<file path="src/rtl/bcd_display_scan.sv">
// Six-digit packed-BCD display scanner: shadow capture on LOAD, time-multiplexed
// seven-segment output with dead cycle, leading-zero blanking and error dash.
module bcd_display_scan #(
    parameter int unsigned SCAN_DIV = 50000
) (
    input  logic        CLK,
    input  logic        CLR_N,
    input  logic        LOAD,
    input  logic [23:0] BCD_IN,
    input  logic        BLANK_EN,
    output logic [6:0]  SEG,
    output logic [5:0]  DIG
);

    localparam int unsigned CNT_W = $clog2(SCAN_DIV);
    localparam logic [CNT_W-1:0] CNT_LAST = CNT_W'(SCAN_DIV - 1);

    logic [CNT_W-1:0] cnt_q, cnt_d;
    logic [2:0]       idx_q, idx_d;
    logic [23:0]      shadow_q, shadow_d;
    logic [6:0]       seg_q, seg_d;
    logic [5:0]       dig_q, dig_d;

    logic             cnt_wrap;
    logic [5:0]       upper_zero;
    logic [3:0]       nib;
    logic             blank;

    function automatic logic [6:0] glyph(input logic [3:0] n);
        case (n)
            4'd0:    return 7'h3F;
            4'd1:    return 7'h06;
            4'd2:    return 7'h5B;
            4'd3:    return 7'h4F;
            4'd4:    return 7'h66;
            4'd5:    return 7'h6D;
            4'd6:    return 7'h7D;
            4'd7:    return 7'h07;
            4'd8:    return 7'h7F;
            4'd9:    return 7'h6F;
            default: return 7'h40;
        endcase
    endfunction

    always_comb begin
        cnt_wrap = (cnt_q == CNT_LAST);
        cnt_d    = cnt_wrap ? '0 : cnt_q + 1'b1;
        idx_d    = idx_q;
        if (cnt_wrap) begin
            idx_d = (idx_q == 3'd5) ? '0 : idx_q + 3'd1;
        end
        shadow_d = LOAD ? BCD_IN : shadow_q;

        // upper_zero[i]: nibbles i..5 of the shadow are all zero
        for (int unsigned i = 0; i < 6; i++) begin
            upper_zero[i] = ((shadow_q >> (4 * i)) == '0);
        end

        nib   = '0;
        blank = 1'b0;
        for (int unsigned i = 0; i < 6; i++) begin
            if (idx_q == 3'(i)) begin
                nib   = shadow_q[4*i +: 4];
                blank = BLANK_EN && (i != 0) && upper_zero[i];
            end
        end

        dig_d = '1;
        seg_d = '0;
        if (cnt_q != '0) begin
            dig_d = ~(6'b000001 << idx_q);
            if (!blank) begin
                seg_d = glyph(nib);
            end
        end
    end

    always_ff @(posedge CLK or negedge CLR_N) begin
        if (!CLR_N) begin
            cnt_q    <= '0;
            idx_q    <= '0;
            shadow_q <= '0;
            seg_q    <= '0;
            dig_q    <= '1;
        end else begin
            cnt_q    <= cnt_d;
            idx_q    <= idx_d;
            shadow_q <= shadow_d;
            seg_q    <= seg_d;
            dig_q    <= dig_d;
        end
    end

    assign SEG = seg_q;
    assign DIG = dig_q;

endmodule

</file>
<file path="config.mk">
export PLATFORM = sky130hd
export DESIGN_NAME = bcd_display_scan
export DESIGN_NICKNAME = d
export VERILOG_FILES = /design/src/rtl/bcd_display_scan.sv
export SDC_FILE = /design/constraint.sdc
export NUM_CORES = 1
export LEC_CHECK = 0
export ABC_AREA = 1
export BUFFER_PORTS_ARGS = -buffer_cell sky130_fd_sc_hd__buf_2
export CORE_ASPECT_RATIO = 0.7
export CORE_MARGIN = 10
export CORE_UTILIZATION = 61
export DETAILED_ROUTE_END_ITERATION = 16
export GPL_TIMING_DRIVEN = 0
export PLACE_DENSITY = 0.86
export SLEW_MARGIN = 40
export SYNTH_ARGS = -nofsm -noshare
export SYNTH_HDL_FRONTEND = slang
export SYNTH_SLANG_ARGS = --single-unit
</file>
<file path="constraint.sdc">
create_clock -name CLK -period 3.9 [get_ports CLK]
set_input_delay 0.195 -clock CLK [delete_from_list [all_inputs] [get_ports CLK]]
set_output_delay 0.195 -clock CLK [all_outputs]
set_load 0.01 [all_outputs]
</file>
**Word level (Yosys, flattened, before mapping)**

Memory sizes are Yosys's and may differ from the RTL's.
Cells that the tools add are included.

- Bits of input ports: 28
- ROM bits: 112
- Register bits: 56
- Memories kept: 1

Memory list:

| name | depth | bits a word | read ports | clocked after Yosys merged registers in | wr ports | line | text |
|---|---|---|---|---|---|---|---|
| (no name shown) | 16 | 7 | 1 | 0 | 0 | 30 | `case (n)` |

- Muxes and demuxes: 16
- Bitwise operators: 1
- Add/sub/neg operators: 2
- Equality and inequality tests: 6
- Shift operators: 1
- Reductions and logical operators: 12

Operators by type and width:

| cell | number |
|---|---|
| $logic_not 24->1 | 5 |
| $mux 4 | 6 |
| $add 16x1->16 const B | 1 |
| $eq 16x16->1 const B | 1 |
| $mux 16 | 1 |
| $reduce_bool 16->1 | 1 |
| $mux 7 | 2 |
| $eq 3x2->1 const B | 2 |
| $eq 3x3->1 const B | 2 |
| $mux 6 | 1 |
| $not 6->6 | 1 |
| $shl 1x3->6 const A | 1 |
| $logic_and 1x1->1 | 5 |
| $mux 1 | 5 |
| $add 3x1->3 const B | 1 |
| $eq 3x1->1 const B | 1 |
| $logic_not 3->1 | 1 |
| $mux 3 | 1 |

**Depth between registers and ports, before layout**

Gate-level depths: netlist (run 1).
An unclocked memory read counts as a cell.

- Word-level depth: 10
- Gate-level depth with buffers: 16
- Gate-level depth less buffers: 15

**Worst setup path before layout (run 1)**

No wires, ideal clock.

- Path kind: reg2reg
- From: register idx_q[0]
- To: register seg_q[3] (netlist: SEG[3])
- Required time: 3827 ps
- Path buffers: 2
- Arrival: 1902 ps
- Cell stages (with the launch flop): 16
- Setup slack: 1925 ps
- Path through: dfrtp_1 > buf_6 > nand2_1 > inv_1 > ha_1 > buf_2 > a21oi_1 > nand2_1 > a21oi_1 > inv_1 > ha_1 > inv_1 > nand2_1 > nand2_1 > nor2_1 > nor2_1

- Longest elaborated chain between the ends: 10
- Elaborated cells on any way between the ends: 20
- Classes of those cells: eq/ne: 5; mux: 13; reduce/logical: 1; memory: 1

RTL lines:

| item | line | text |
|---|---|---|
| start, declared | 19 | `logic [2:0] idx_q, idx_d;` |
| start signal, assigned | 87 | `idx_q <= idx_d;` |
| $logic_not 3->1 | 62 | `if (idx_q == 3'(i)) begin` |
| $mux 4 (6 in series) | 62 |  |
| $mem_v2 16x7 | n/a |  |
| $mux 7 * | 72 | `if (!blank) begin` |
| $mux 7 * | 70 | `if (cnt_q != '0) begin` |
| named net seg_d[3] | 21 | `logic [6:0] seg_q, seg_d;` |
| end signal, assigned | 89 | `seg_q <= seg_d;` |
| end, declared | 21 |  |

Mark *: on every way through the listed nets, which the timed path passes. The rest lies on a longest branch.
A chain may end at the register's enable or synchronous reset.

**Worst setup path in the final report (run 1)**

- From: register idx_q[2]
- To: register seg_q[3] (netlist: SEG[3])

The elaborated chain is that of the path after synthesis.

==> results of run 1 <==
==> synth_stat cells, types with 2 or more instances <==
master     n  area share (%)
a21oi_1   18             3.2
nand3_2    2            0.71
nand3_1   15             2.7
clkbuf_1   4            0.53
nand2_2    2            0.44
dfrtp_1   50              44
mux2_2     9             3.6
nor4_1     3            0.67
ha_1       8             3.5
nor2_1    39             5.2
buf_6      2            0.80
inv_1     47             6.3
nand4_1    7             1.6
nor3_1     7             1.2
dfstp_2    6             5.6
a21oi_4    2             1.2
o21ai_0   22             3.9
nand2_1   76              10
xor2_1     5             1.6
inv_2      2            0.27
==> metrics by stage <==
step | util [%] | hold WS (ns) | setup slack [ns]
after CTS | 72.4 | 0.0812 | 1.60
after floorplan | - | -0.101 | 1.92
after global placement | 70.1 | 0.402 | 1.70
final | 72.4 | 0.0813 | 1.59
after detailed placement | 70.1 | 0.284 | 1.65
after global routing | 72.4 | 0.0880 | 1.32
==> cells by family after synthesis <==
logic type      after synthesis  share of synthesized area, %
simple gates                154                          23.6
buf+inv                      56                          8.03
flops                        56                          49.9
compound gates               46                          9.40
mux                           9                          3.59
fa+ha+maj                     8                          3.55
xor+xnor                      6                          1.86
==> cells in the final DEF, fill, tap and decap left out, types with 3 or more instances in the layout <==
cell,count
nor4_1,3
nand3_1,15
dfstp_2,6
nand2_1,76
xor2_1,5
mux2_2,9
clkbuf_1,6
clkbuf_8,6
nand4_1,7
buf_2,39
nor3_1,7
dfrtp_1,50
ha_1,8
inv_1,47
nor2_1,39
o21ai_0,22
a21oi_1,18
==> where the power goes <==
group,switching (mW),leakage [nW],internal [mW]
registers,0.0170,0.682,0.615
logic,0.0818,0.877,0.0545
clock network,0.183,0.0455,0.145
==> timing repair <==
| action | 4_1_cts | 5_1_grt |
|---|---|---|
| endpoints found under the setup margin | 0 | 0 |
| resized for setup | 0 | 0 |
| hold endpoints to repair | 50 | 0 |
| hold buffers | 1 | 0 |
==> tightest hold or removal path, stage by stage <==
cell     delay (ns)
buf_2          0.08
nand2_1        0.03
o21ai_0        0.05
==> registers in the layout (all words and copies together), names as in the netlist <==
register	cells
DIG	6
SEG	7
shadow_q	24
idx_q	3
cnt_q	16
==> how the worst max path moves through the flow <==
stage	from	to	cells past startpoint	slack (ns)
2_1_floorplan	idx_q[0]	SEG[3]	15	1.92
3_3_place_gp	idx_q[2]	SEG[3]	14	1.70
3_5_place_dp	idx_q[0]	SEG[0]	15	1.65
4_1_cts	idx_q[2]	SEG[0]	14	1.60
5_1_grt	idx_q[0]	SEG[0]	15	1.32
6_report	idx_q[2]	SEG[3]	14	1.59
==> per-layer routing <==
layer	track usage, %	vias to the layer above
met5	0	-
li1	-	1161
met1	23.1	1104
met2	24.8	81
met4	4.72	0
met3	5.10	8
==> cell type report <==
| class | count | area share [%] |
|---|---|---|
| timing repair buffer | 40 | 6.51 |
| multi-input combinational | 223 | 37.2 |
| tap | 55 | 2.16 |
| sequential | 56 | 44.2 |
| clock buffer | 8 | 2.83 |
| inverter | 49 | 5.77 |
| buffer | 7 | 1.33 |
==> flow_metrics.tcl, run 1 <==
set metrics [dict create \
    power_mw 1.10 \
    grt_max_degree 57 \
    slowest_delay_ns 0.41 \
    worstRegToRegCells 14 \
    cts_made_buffers 5 \
    synth_cell_types 29 \
    fin_skew_ns 0.00648 \
    antenna_found_initial 0 \
    cp_num_buf_inv 5 \
    cts_tree "yes" \
    setup-tns-final_ns 0 \
    cts_setup_buffers 0 \
    vias 2354 \
    ir_drop_v 0.000253 \
    min_to "shadow_q[22]" \
    cts.sinks 56 \
    critPathMaxFanout 10 \
    syn_area_um2 2820 \
    postPlaceCellArea_um2 3090 \
    n_antenna_cell 0 \
    yosys_warnings 0 \
    clkTransAtPathRegs_ns 0.09 \
    drt_iter0_drc 177 \
    r2r_start "idx_q[2]" \
    finalHoldViolations 0 \
    setup_violations 0 \
    ctsHtreeMaxLevel 2 \
    routed_wl_mm 6.18 \
    crit_type "reg -> reg" \
    rows 20 \
    hpwl_mm 4.66 \
    dp_cells 429 \
    status "completed" \
    r2r_end "SEG[3]" \
    synth_fp_nets 371 \
    clk_latency_ns 0.31 \
    area_delta_synth_final_pct 13.0 \
    dr_wl_met2_mm 2.77 \
    ys_async_sr_fraction_pct 100 \
    cpMaxStageDelayCell "dfrtp_1" \
    yosysSeqAreaShare_pct 49.9 \
    drc 0 \
    wl_met1_mm 2.85 \
    clockRootBuffer "clkbuf_8" \
    rsz0062_at_grt "false" \
    holdCritStartpoint "BCD_IN[22]" \
    fp.dieH_um 76.9 \
    clock_path_buffers 2 \
    hold_path.class "in -> reg" \
    start_util_pct 64.1 \
    critical_path.cell_chain "inv_2 -> buf_6 -> ha_1 -> buf_2 -> a21oi_1 -> nand2_1 -> a21oi_1 -> inv_1 -> ha_1 -> inv_1 -> nand2_1 -> nand2_1 -> nor2_1 -> nor2_1" \
    relSlewSlack_pct 54.6 \
    final_design_area_no_fill_um2 3190 \
    ys_seq_elements 56 \
    grt_pass1_wl_mm 11.0 \
    cp-end-kind "register" \
    worstPathRequired_ns 4.15 \
    powerDensity_nw_per_um2 344 \
    cap_violations 0 \
    synthCells 335 \
    cp.arrival_ns 2.56 \
    grt_pass1_vias 2422 \
    fin_crit_sh_pct 59.3 \
    worst_slew_pin_slew_ns 0.682 \
    place.gp.congestion 0.873 \
    crit_family "buffers and inverters" \
    fill_cells 350 \
    clock.fmax_ghz 0.432 \
    grt.total_usage_pct 16.8 \
    avgViaCountPerCell 5.37 \
    fin_nets 418 \
    synthFlopType "dfrtp_1" \
    finalNonFillerCells 438 \
    die_area_um2 7790 \
    io_buffer_count 39 \
    seqCellArea_um2 1410 \
    finalMaxSlewViolations 0 \
    synth_edf_count 0 \
    drive_gt1_share_pct 19.3 \
    drtPass1Iterations 4 \
    io_pins 41 \
    whs_path_depth 3 \
    met3RoutedLength_um 492 \
    wl_per_cell_um 14.1 \
    fp.dieW_um 101 \
    critPathLaunchType "register" \
    core_um2 4400 \
    power.leakage_nw 1.60 \
    drtAntennaViolNets 0 \
    grt_overflow 0 \
    period_needed_ns 2.31 \
    syn_area_per_cell_um2 8.42 \
    highest_layer "met4" \
    crit_top_cell "nand2_1" \
    multi_input_area_um2 1190 \
    ff2ff_setup_slack_ns 1.59 \
]
No activity file was read; power rests on OpenSTA's default activity.
==> run 2, diff against run 1 <==
--- a/config.mk
+++ b/config.mk
@@ -9,10 +9,10 @@
 export BUFFER_PORTS_ARGS = -buffer_cell sky130_fd_sc_hd__buf_2
 export CORE_ASPECT_RATIO = 0.7
 export CORE_MARGIN = 10
-export CORE_UTILIZATION = 61
+export CORE_UTILIZATION = 57
 export DETAILED_ROUTE_END_ITERATION = 16
 export GPL_TIMING_DRIVEN = 0
-export PLACE_DENSITY = 0.86
+export PLACE_DENSITY = 0.82
 export SLEW_MARGIN = 40
 export SYNTH_ARGS = -nofsm -noshare
 export SYNTH_HDL_FRONTEND = slang
==> constraint.sdc (replaced) <==
create_clock -name CLK -period 2.3 [get_ports CLK]
set_input_delay 0.115 -clock CLK [delete_from_list [all_inputs] [get_ports CLK]]
set_output_delay 0.115 -clock CLK [all_outputs]
set_load 0.01 [all_outputs]
==> run 2 against run 1 <==
Against the previous run:
- register-to-register slack worse by 1.4 ns
- non-clock buffer count increased by 3
- sequential power up 69%
- total power is 74% higher
- routed wire length grew 5.3%
- die area up 5.4%
- flip-flop and latch count unchanged
- cell count grew 3.9%
- critical path depth is 3 lower
- clock-buffer cell count unchanged
- setup slack got worse by 1.4 ns
- sequential share of layout area fell by 1.1 points
- highest routed layer unchanged
==> flow_metrics.tcl, run 2 (synthesized netlist as in run 1, its figures left out) <==
set metrics [dict create \
    status "completed" \
    crit_type "reg -> reg" \
    grt_max_degree 57 \
    cpMaxStageDelayCell "dfrtp_2" \
    fp.dieW_um 104 \
    worstPathRequired_ns 2.54 \
    cap_violations 0 \
    drive_gt1_share_pct 21.5 \
    period_needed_ns 2.13 \
    clkTransAtPathRegs_ns 0.10 \
    power.leakage_nw 1.62 \
    hpwl_mm 4.50 \
    avgViaCountPerCell 5.33 \
    rows 21 \
    finalHoldViolations 0 \
    relSlewSlack_pct 54.1 \
    clock.fmax_ghz 0.470 \
    core_um2 4780 \
    vias 2427 \
    io_buffer_count 39 \
    worstRegToRegCells 11 \
    area_delta_synth_final_pct 15.9 \
    antenna_found_initial 0 \
    slowest_delay_ns 0.47 \
    hold_path.class "in -> reg" \
    cp-end-kind "register" \
    die_area_um2 8210 \
    clockRootBuffer "clkbuf_8" \
    fill_cells 407 \
    cts_tree "yes" \
    critPathLaunchType "register" \
    fin_util_pct 68.4 \
    routed_wl_mm 6.51 \
    place.gp.congestion 0.900 \
    drtAntennaViolNets 0 \
    crit_top_cell "nor2_1" \
    io_pins 41 \
    critPathMaxFanout 7 \
    grt_pass1_vias 2381 \
    drtPass1Iterations 4 \
    critical_path.cell_chain "inv_1 -> nand2_1 -> nor2_4 -> inv_1 -> nor2_1 -> a21oi_4 -> buf_4 -> ha_1 -> nor2_2 -> nor2_1 -> nor2_1" \
    largest_reg_flops 24 \
    layout_common_cells "nand2_1, dfrtp_1, inv_1" \
    clock_path_buffers 2 \
    finalMaxSlewViolations 0 \
    cts_made_buffers 5 \
    fp.dieH_um 78.9 \
    wl_per_cell_um 14.3 \
    regMostFlops "shadow_q" \
    start_util_pct 59.0 \
    n_antenna_cell 0 \
    setup.worst_path.start "idx_q[1]" \
    setup_violations 0 \
    drt_iter0_drc 180 \
    grt_overflow 0 \
    cp.arrival_ns 2.37 \
    power_mw 1.91 \
    powerDensity_nw_per_um2 583 \
    grt_pass1_wl_mm 11.0 \
    fin_skew_ns 0.0120 \
    clk_latency_ns 0.31 \
    fin_crit_sh_pct 92.5 \
    ir_drop_v 0.000341 \
    ff2ff_setup_slack_ns 0.17 \
    ctsHtreeMaxLevel 2 \
    final_common_cell "nand2_1" \
    grt.total_usage_pct 15.9 \
    r2r_end "SEG[3]" \
    worst_slew_pin_slew_ns 0.689 \
    drc 0 \
    r2r_start "idx_q[1]" \
    cts.sinks 56 \
    crit_end "SEG[3]" \
    fin_nets 421 \
]
run 2: how the worst min path moves through the flow:
stage                     startpoint           end  slack [ns]  cells past startpoint
after floorplan                CLR_N        SEG[0]       -0.18                      0
after global placement    BCD_IN[18]  shadow_q[18]        0.32                      3
after detailed placement       CLR_N      cnt_q[7]        0.20                      1
after CTS                 BCD_IN[21]  shadow_q[21]       0.002                      3
after global routing       BCD_IN[8]   shadow_q[8]        0.02                      3
final                     BCD_IN[21]  shadow_q[21]       0.004                      3
run 2: cell type report:
| cell class | count | area, um2 | share of cell area [%] |
|---|---|---|---|
| Inverter | 49 | 184 | 5.62 |
| Multi-Input combinational cell | 223 | 1210 | 37.1 |
| Buffer | 6 | 37.5 | 1.15 |
| Sequential cell | 56 | 1410 | 43.1 |
| Tap cell | 69 | 86.3 | 2.64 |
| Timing Repair Buffer | 44 | 238 | 7.27 |
| Clock buffer | 8 | 100 | 3.06 |
run 2: stage by stage:
stage          std cells  area, um2  TNS [ns]  setup slack, ns  hold slack, ns
2_1_floorplan        335       2820         0            0.325          -0.181
3_3_place_gp         443       3100         0            0.105           0.322
3_5_place_dp         443       3110         0           0.0635           0.203
4_1_cts              452       3220         0           0.0191         0.00167
5_1_grt              455       3270  -0.00794         -0.00769          0.0199
6_report             455       3270         0            0.173         0.00360
run 2: where the power goes:
group | internal (mW) | switching (mW) | leakage (nW)
logic | 0.102 | 0.151 | 0.891
clock network | 0.275 | 0.307 | 0.0515
registers | 1.04 | 0.0288 | 0.680
total | 1.42 | 0.487 | 1.62
run 2: layer usage:
layer	global-route usage, %	routed length, um	vias up
met3	5.16	525	14
li1	-	-	1168
met5	0	0	-
met4	6.37	121	0
met1	20.1	2950	1154
met2	24.9	2900	91
run 2: critical path, delay by kind of cell, from the launching register on:
kind,cells,cell delay (ns)
fa+ha+maj,1,0.30
simple gates,6,0.82
compound gates,1,0.06
buf+inv,3,0.40
flops,1,0.47
run 2: what timing repair did:
item	4_1_cts	5_1_grt
setup buffers	0	4
endpoints found under the hold margin	50	0
hold buffers	1	0
endpoints found under the setup margin	0	7
resized for setup	0	8
==> run 3, diff against run 2 <==
--- a/config.mk
+++ b/config.mk
@@ -9,10 +9,10 @@
 export BUFFER_PORTS_ARGS = -buffer_cell sky130_fd_sc_hd__buf_2
 export CORE_ASPECT_RATIO = 0.7
 export CORE_MARGIN = 10
-export CORE_UTILIZATION = 57
+export CORE_UTILIZATION = 61
 export DETAILED_ROUTE_END_ITERATION = 16
 export GPL_TIMING_DRIVEN = 0
-export PLACE_DENSITY = 0.82
+export PLACE_DENSITY = 0.86
 export SLEW_MARGIN = 40
 export SYNTH_ARGS = -nofsm -noshare
 export SYNTH_HDL_FRONTEND = slang
==> constraint.sdc (replaced) <==
create_clock -name CLK -period 2.5 [get_ports CLK]
set_input_delay 0.125 -clock CLK [delete_from_list [all_inputs] [get_ports CLK]]
set_output_delay 0.125 -clock CLK [all_outputs]
set_load 0.01 [all_outputs]
==> run 3 against run 2 <==
Against the previous run:
- combinational power fell by 16%
- via count decreased by 3.0%
- die area shrank 5.1%
- critical endpoint is now SEG[0]
- critical path depth increased by 3
- maximum frequency decreased by 2.2%
==> flow_metrics.tcl, run 3 (synthesized netlist as in run 1, its figures left out) <==
set metrics [dict create \
    fin_nets 418 \
    critPathMaxFanout 10 \
    n_antenna_cell 0 \
    finalNonFillerCells 438 \
    core_um2 4400 \
    finalHoldViolations 0 \
    io_pins 41 \
    top_usage_layer "met2" \
    crit_type "reg -> reg" \
    power.leakage_nw 1.60 \
    cts_setup_buffers 0 \
    period_needed_ns 2.17 \
    place.gp.congestion 0.873 \
    grt_pass1_wl_mm 11.0 \
    ff2ff_setup_slack_ns 0.33 \
    cts_made_buffers 5 \
    final_design_area_no_fill_um2 3190 \
    cp-end-kind "register" \
    p_switching_uw 441 \
    holdCritStartpoint "BCD_IN[22]" \
    ctsHtreeMaxLevel 2 \
    power_frac_seq_pct 57.6 \
    finalMaxSlewViolations 0 \
    grt_overflow 0 \
    cp_num_buf_inv 5 \
    combPwrFrac_pct 12.4 \
    r2r_end "SEG[0]" \
    cap_violations 0 \
    grt_use_met2_pct 24.8 \
    critical_path.cell_chain "inv_2 -> buf_6 -> ha_1 -> buf_2 -> a21oi_1 -> nand2_1 -> a21oi_2 -> inv_1 -> ha_1 -> inv_1 -> nand2_1 -> nand2_1 -> nor2_1 -> nor2_1" \
    grt.total_usage_pct 16.8 \
    routed_wl_mm 6.17 \
    drc 0 \
    postPlaceCellArea_um2 3090 \
    hold_path.class "in -> reg" \
    grt_use_met1_pct 23.1 \
    slowest_delay_ns 0.41 \
    largest_reg_flops 24 \
    area_delta_synth_final_pct 13.1 \
    drt_iter0_drc 227 \
    worst_slew_pin_slew_ns 0.678 \
    layout_common_cells "nand2_1, dfrtp_1, inv_1" \
    met3_usage_pct 5.10 \
    grt_pass1_vias 2422 \
    fin_util_pct 72.5 \
    regMostFlops "shadow_q" \
    cts.sinks 56 \
    fin_skew_ns 0.00776 \
    min_to "shadow_q[22]" \
    whs_path_depth 3 \
    worstRegToRegCells 14 \
    critPathLaunchType "register" \
    hpwl_mm 4.66 \
    ir_drop_v 0.000396 \
    crit_family "buffers and inverters" \
    vias 2353 \
    relSlewSlack_pct 54.8 \
    grt_max_degree 57 \
    wl_per_cell_um 14.1 \
    cp.arrival_ns 2.42 \
    io_buffer_count 39 \
    crit_top_cell "nand2_1" \
    fp.dieW_um 101 \
    whs_ns 0.0113 \
    drtPass1Iterations 4 \
    worstPathRequired_ns 2.75 \
    r2r_start "idx_q[2]" \
    clockPowerShare_pct 30.0 \
    clock_path_buffers 2 \
    fill_cells 351 \
    drive_gt1_share_pct 19.6 \
    drtAntennaViolNets 0 \
    status "completed" \
    power_mw 1.71 \
    rsz0062_at_grt "false" \
    fin_ws_ns 0.326 \
    clock.fmax_ghz 0.460 \
    final_common_cell "nand2_1" \
    switching_share_pct 25.7 \
    setup-tns-final_ns 0 \
    cts_tree "yes" \
    die_area_um2 7790 \
    rows 20 \
    avgViaCountPerCell 5.37 \
    clkTransAtPathRegs_ns 0.09 \
    clk_latency_ns 0.31 \
    fp.dieH_um 76.9 \
    pre_cts_ws_ns 0.245 \
    powerDensity_nw_per_um2 537 \
    dp_cells 429 \
    start_util_pct 64.1 \
    setup_violations 0 \
    clockRootBuffer "clkbuf_8" \
    intPower_mw 1.27 \
    fin_crit_sh_pct 87.0 \
    antenna_found_initial 0 \
    cpMaxStageDelayCell "dfrtp_1" \
]
run 3: power groups by stage:
stage	clock [mW]	combinational, mW	sequential (mW)
6_report	0.514	0.213	0.986
5_1_grt	0.555	0.246	0.993
4_1_cts	0.518	0.216	0.986
3_5_place_dp	0	0.213	1.00
3_3_place_gp	0	0.206	1.00
2_1_floorplan	0	0.117	1.01
run 3: routing by layer:
metal | share of wire [%] | vias up
met4 | 1.4 | 0
li1 | - | 1162
met1 | 48 | 1116
met2 | 44 | 65
met5 | 0 | -
met3 | 6.3 | 10
run 3: how the worst max path moves through the flow:
stage,start,to,slack [ns],depth (start not counted)
floorplan,idx_q[0],SEG[3],0.52,15
finish,idx_q[2],SEG[0],0.33,14
global route,idx_q[0],SEG[0],0.09,15
detailed placement,idx_q[0],SEG[0],0.25,15
global placement,idx_q[2],SEG[3],0.30,14
CTS,idx_q[2],SEG[0],0.20,14
run 3: worst register-to-register path: stages, from the launching register on:
cell     delay [ns]
dfrtp_1        0.41
inv_2          0.06
buf_6          0.14
ha_1           0.20
buf_2          0.17
a21oi_1        0.15
nand2_1        0.08
a21oi_2        0.27
inv_1          0.11
ha_1           0.20
inv_1          0.05
nand2_1        0.04
nand2_1        0.09
nor2_1         0.04
nor2_1         0.09
run 3: repair_timing:
| item | in CTS | in global routing |
|---|---|---|
| endpoints found under the hold margin | 50 | 0 |
| resized for setup | 0 | 1 |
| setup endpoints to repair | 0 | 3 |
| hold buffers | 1 | 0 |
run 3: final cells by class:
class	count	area [um2]	area share [%]
well taps	55	68.8	2.16
clock buffers	8	90.1	2.82
repair buffers	40	208	6.51
plain buffers	7	42.5	1.33
inverters	49	184	5.76
flip-flops and latches	56	1410	44.1
multi-input cells	223	1190	37.3
